<file path="config.mk">
export PLATFORM = sky130hd
export DESIGN_NAME = shader_texel_fetch
export DESIGN_NICKNAME = d
export VERILOG_FILES = /design/src/rtl/shader_texel_fetch.sv
export SDC_FILE = /design/constraint.sdc
export NUM_CORES = 1
export LEC_CHECK = 0
export CORE_MARGIN = 2
export CORE_UTILIZATION = 35
export DETAILED_ROUTE_END_ITERATION = 12
export HOLD_SLACK_MARGIN = 0.02
export MAX_ROUTING_LAYER = met4
export PLACE_DENSITY = 0.76
export SLEW_MARGIN = 25
export SYNTH_ARGS = -nofsm -noshare
export SYNTH_HDL_FRONTEND = slang
export SYNTH_SLANG_ARGS = --single-unit
</file>
<file path="constraint.sdc">
create_clock -name aclk -period 1.6 [get_ports aclk]
set_clock_uncertainty 0.1 [all_clocks]
set_input_delay 0.24 -clock aclk [delete_from_list [all_inputs] [get_ports aclk]]
set_output_delay 0.24 -clock aclk [all_outputs]
set_load 0.01 [all_outputs]
</file>
<file path="src/rtl/shader_texel_fetch.sv">
// rtl/shader_texel_fetch.sv - texel address generation (wrap/clamp) and single-outstanding texture fetch
// IDLE accepts a coordinate pair, REQ issues the read, WAIT takes the data, OUT holds it for downstream.
module shader_texel_fetch #(
    parameter int TEX_W_LOG2 = 6,
    parameter int TEX_H_LOG2 = 6,
    parameter int TEXEL_W    = 16
) (
    input  logic                             aclk,
    input  logic                             aresetn,
    input  logic                             in_valid,
    output logic                             in_ready,
    input  logic [11:0]                      tu,
    input  logic [11:0]                      tv,
    input  logic                             clamp,
    output logic                             mem_req,
    input  logic                             mem_gnt,
    output logic [TEX_W_LOG2+TEX_H_LOG2-1:0] mem_addr,
    input  logic                             mem_rvalid,
    input  logic [TEXEL_W-1:0]               mem_rdata,
    output logic                             out_valid,
    input  logic                             out_ready,
    output logic [TEXEL_W-1:0]               texel
);

    localparam int ADDR_W = TEX_W_LOG2 + TEX_H_LOG2;

    typedef enum logic [1:0] {
        S_IDLE,
        S_REQ,
        S_WAIT,
        S_OUT
    } state_t;

    state_t              state_q;
    logic                in_ready_q;
    logic                mem_req_q;
    logic [ADDR_W-1:0]   mem_addr_q;
    logic                out_valid_q;
    logic [TEXEL_W-1:0]  texel_q;

    logic [TEX_W_LOG2-1:0] u_d;
    logic [TEX_H_LOG2-1:0] v_d;
    logic                  u_over;
    logic                  v_over;

    // Any set bit above the texture size means the coordinate lies past the last texel.
    assign u_over = (tu >> TEX_W_LOG2) != 12'd0;
    assign v_over = (tv >> TEX_H_LOG2) != 12'd0;

    always_comb begin
        u_d = tu[TEX_W_LOG2-1:0];
        v_d = tv[TEX_H_LOG2-1:0];
        if (clamp && u_over) begin
            u_d = '1;
        end
        if (clamp && v_over) begin
            v_d = '1;
        end
    end

    always_ff @(posedge aclk or negedge aresetn) begin
        if (!aresetn) begin
            state_q     <= S_IDLE;
            in_ready_q  <= 1'b1;
            mem_req_q   <= 1'b0;
            mem_addr_q  <= '0;
            out_valid_q <= 1'b0;
            texel_q     <= '0;
        end else begin
            case (state_q)
                S_IDLE: begin
                    if (in_valid) begin
                        mem_addr_q <= {v_d, u_d};
                        in_ready_q <= 1'b0;
                        mem_req_q  <= 1'b1;
                        state_q    <= S_REQ;
                    end
                end
                S_REQ: begin
                    if (mem_gnt) begin
                        mem_req_q <= 1'b0;
                        state_q   <= S_WAIT;
                    end
                end
                S_WAIT: begin
                    if (mem_rvalid) begin
                        texel_q     <= mem_rdata;
                        out_valid_q <= 1'b1;
                        state_q     <= S_OUT;
                    end
                end
                S_OUT: begin
                    // in_ready only rises after this edge, so no input overlaps the output handshake.
                    if (out_ready) begin
                        out_valid_q <= 1'b0;
                        in_ready_q  <= 1'b1;
                        state_q     <= S_IDLE;
                    end
                end
                default: begin
                    in_ready_q  <= 1'b1;
                    mem_req_q   <= 1'b0;
                    out_valid_q <= 1'b0;
                    state_q     <= S_IDLE;
                end
            endcase
        end
    end

    assign in_ready  = in_ready_q;
    assign mem_req   = mem_req_q;
    assign mem_addr  = mem_addr_q;
    assign out_valid = out_valid_q;
    assign texel     = texel_q;

endmodule

</file>
After elaboration in Yosys (flattened, before gate mapping)
Cells that the tools add are included.
Storage, ports and cells
  flip-flop bits (word level): 33
  word-level logic and storage cells: 43
  input port bits: 47
  output and inout bits: 31
Operators by class
  muxes and demuxes: 16
  equal/unequal tests: 7
  reductions and logical operators: 14
Operators by type and width (number)
  12-bit nonzero test: 2
  6-bit two-way mux: 2
  3-bit AND reduction: 3
  2-bit two-way mux: 4
  2-bit inequality test, second input constant: 4
  2-bit case mux with 4 select lines: 1
  1-bit two-way mux: 6
  1-bit case mux with 2 select lines: 3
  2-bit nonzero test: 3
  2-bit == test, second input constant: 2
  2-bit AND reduction: 2
  4-bit AND reduction: 1
  2-bit by 1-bit == test with 1-bit output, second input constant: 1
  1-bit logical AND: 2
  2-bit logical NOT: 1

Longest topological paths before layout
  depth in word-level cells: 3
  depth in mapped cells: 6
  mapped depth without buffers: 5

Worst setup path after synthesis
Ideal clock, no wire load.
  path kind: flip-flop to flip-flop
  start: register state_q[0]
  end: register state_q[1]
  data required time: 1.372 ns
  cell stages (with the launch flop): 5
  library setup time: 0.128 ns
  buffers on the path: 0
  slack: -0.075 ns
  arrival time: 1.447 ns
  cells stage by stage: dfrtp_1 ha_1 nor2b_1 a2111oi_4 mux2_1
Between the ends
  longest elaborated chain between the ends: 3
RTL lines
  start, declared: line 34  | state_t state_q;
  start signal, assigned: line 63  | state_q <= S_IDLE;
  start signal, assigned: line 76  | state_q <= S_REQ;
  start signal, assigned: line 82  | state_q <= S_WAIT;
  2-bit == test (tied with other cells): line 70  | case (state_q)
  2-bit inequality test (no line)
  4-bit AND reduction (no line)
Parallel ways exist; a longest one is shown, timed or not.
A chain may end at the register's enable or synchronous reset.

Final worst setup path
Ends and elaborated chain as after synthesis.

==> key figures <==
Run status
  • Status: finished with violations
  • Violated checks: setup timing

Min path
  • Worst min-delay path class: in2async

Synthesis
  • Yosys reg bits: 33
  • Yosys synthesis warning count: 0
  • Net count after synthesis: around 170
  • Post-synth cell types: 20
  • Area contributors post-synth: dfrtp_1 55%, mux2_2 12%, nor2_1 6.5%
  • Synth top area share: 0.552
  • Post-synth top area cell: dfrtp_1
  • Mean post-synth cell area: 12.0 um^2
  • Cells after synthesis: between 100 and 150
  • Synthesized area: 1450 um^2
  • Sequential area share after synthesis: 0.570

Critical path
  • Worst EP arrival: around 1800 ps
  • Crit path kind: reg2reg
  • CP max FO: 3
  • CP startpoint: state_q[0]
  • Critical-path cell list: buf_4 -> ha_1 -> a2111oi_4 -> mux2_1
  • Max incr delay on CP: ~390 ps
  • Crit. End Element: flip-flop
  • Crit path max-delay cell type: dfrtp_1
  • Reg-to-reg startpoint: state_q[0]
  • Worst endpoint required time: between 1500 and 2000 ps
  • CP startpoint kind: flip-flop

Global route
  • Largest net degree at the start of global routing: 34
  • First-pass GRT wire length: 6160 um
  • Antenna violations before repair: 0
  • Number of global-route vias before repair: 1,382
  • Total grt overflow: 0
  • GRT Total Usage: 0.187

Route
  • Total wire length: around 4000 um
  • Drc violations: 0
  • Post-route ant nets: 0
  • Vias: 1,300
  • DR pass1 iterations: 4
  • Wire length per cell: between 15 and 20 um
  • DR iter-0 viols: 14
  • Vias/cell: 4.89

Clock tree
  • Reg clk slew, reported paths: 70 ps
  • Htree depth: 2
  • Clock tree sinks: 33
  • CTS Buffer Depth: 2
  • Later-pin clock latency in the skew report: around 280 ps
  • TritonCTS clock tree: done
  • Hold_buf cts: 0
  • CTS buffer count: 5
  • Root Driver: clkbuf_8

Place
  • Final HPWL DP: 2960 um
  • Port Buffers: 77
  • GPL Wtd Cong: about 0.8
  • Place WS: -237 ps
  • Placed cells: between 200 and 300

Floorplanning
  • Die ar.: 4680 um^2
  • Rows: 23
  • I/O pin total: 78
  • Initial Util: 0.363
  • Die height: 68.4 um
  • Die X-Extent: 68.4 um
  • Core Area: 4000 um^2

Timing
  • # setup viols final: 1
  • Worst hold slack: 226 ps
  • RSZ-0062 raised after global routing: true
  • Worst-Margin Slew: 323 ps
  • Final worst slack: -118 ps
  • Min Tclk post-route: ~1700 ps
  • Fin crit share: 1.07
  • Worst rel slew slack: 0.785
  • Fin. Hold Viols: 0
  • Setup tns final: -118 ps
  • Number of max-slew violations in the final report: 0
  • Fmax: 0.582 GHz

Pwr
  • P_leak: 0.00109 uW
  • VDD IR-drop max: 1.09 mV
  • Pwr dens: between 1500 and 2000 nW/um^2
  • Pwr Total: 4640 uW

Cells and area
  • N_diodes: 0
  • Fraction of layout cells with a size suffix above 1: 0.245
  • Area grow syn2layout: 78.1%
  • Final std cells w/o fill: 266
  • Fin nets: ~270

Flow run
  • Max Cap Viol: 0
-- cell families after synthesis --
family / after synthesis / synth area share
adders and majority gates: 4 / 0.0345
and+or+nand+nor: 34 / 0.105
buffers and inverters: 8 / 0.0224
muxes: 19 / 0.146
DFF: 33 / 0.570
AOI/OAI and AO/OA: 23 / 0.122
-- layout by cell type, fill, tap and decap left out, types with 2 or more instances in the layout --
cell type         n
clkdlybuf4s50_1  76
dfrtp_1          32
nor2_1           25
a21oi_1          16
mux2_2           15
buf_4             9
clkbuf_8          6
inv_1             3
nor2b_4           3
inv_2             2
or4_4             2
o31ai_4           2
mux2i_1           2
o21ai_0           2
ha_2              2
buf_12            2
-- power by group --
part           internal [uW]  leakage [uW]  switching [uW]
combinational           1430      0.000663             927
sequential              1260      0.000364             231
clock                    508     0.0000585             294
-- critical path, delay by kind of cell, from the launching register on --
kind	cells	cell delay [ps]
DFF	1	390
AOI/OAI and AO/OA	1	360
buffers and inverters	1	150
muxes	1	360
adders and majority gates	1	240
-- path summary, 6_finish.rpt --
| check | end | slack (ps) | depth (start not counted) |
|---|---|---|---|
| worst max-delay path | state_q[1] | -120 | 4 |
| worst min-delay path | texel[3] | 230 | 2 |
| worst max register to register | state_q[1] | -120 | 4 |
| worst min register to register | texel[8] | 410 | 1 |
| max in group asynchronous | in_ready | 940 | 2 |
| min in group aclk | texel[8] | 410 | 1 |
-- Yosys cell counts --
library cell	number
a2bb2oi_1	1
nor2b_1	3
a2111oi_4	1
inv_1	5
clkbuf_1	1
nor2_1	25
a22o_1	1
mux2_2	16
ha_1	4
mux2i_1	2
o21ai_0	2
o31ai_4	2
buf_2	2
a21oi_1	16
nand2_1	3
mux2_1	1
or4_4	2
dfstp_2	1
and2_1	1
dfrtp_1	32
-- area by class of cell --
type | instances | area (um^2)
Clock buffer | 7 | 86.3
Clock inverter | 1 | 30.0
Fill cell | 318 | 1420
Inverter | 5 | 18.8
Multi-Input combinational cell | 80 | 647
Sequential cell | 33 | 827
Tap cell | 50 | 62.6
Timing Repair Buffer | 90 | 913
-- sequential cells by signal, summed over array words and instances, names as in the netlist --
signal,flops
in_ready,1
mem_addr,12
mem_req,1
out_valid,1
state_q,2
texel,16
-- per-stage QoR --
step           utilization  instance area (um^2)
5_1_grt              0.646                  2580
2_1_floorplan            -                  1480
6_report             0.646                  2580
4_1_cts              0.636                  2540
3_5_place_dp         0.597                  2390
3_3_place_gp         0.597                  2390
-- metal layers --
layer | global-route usage | up-vias | share of wire
li1 | - | 601 | -
met4 | 0.0875 | 0 | 0.022
met3 | 0.0461 | 8 | 0.045
met1 | 0.188 | 641 | 0.37
met5 | - | - | 0
met2 | 0.335 | 50 | 0.56
-- timing repair --
item	in CTS	in global routing
setup endpoints to repair	23	29
cloned	0	1
pin swaps	2	2
buffers inserted	3	1
gates resized for setup	6	5
hold endpoints to repair	0	0
Note: power is estimated with default switching activity, not from simulation.
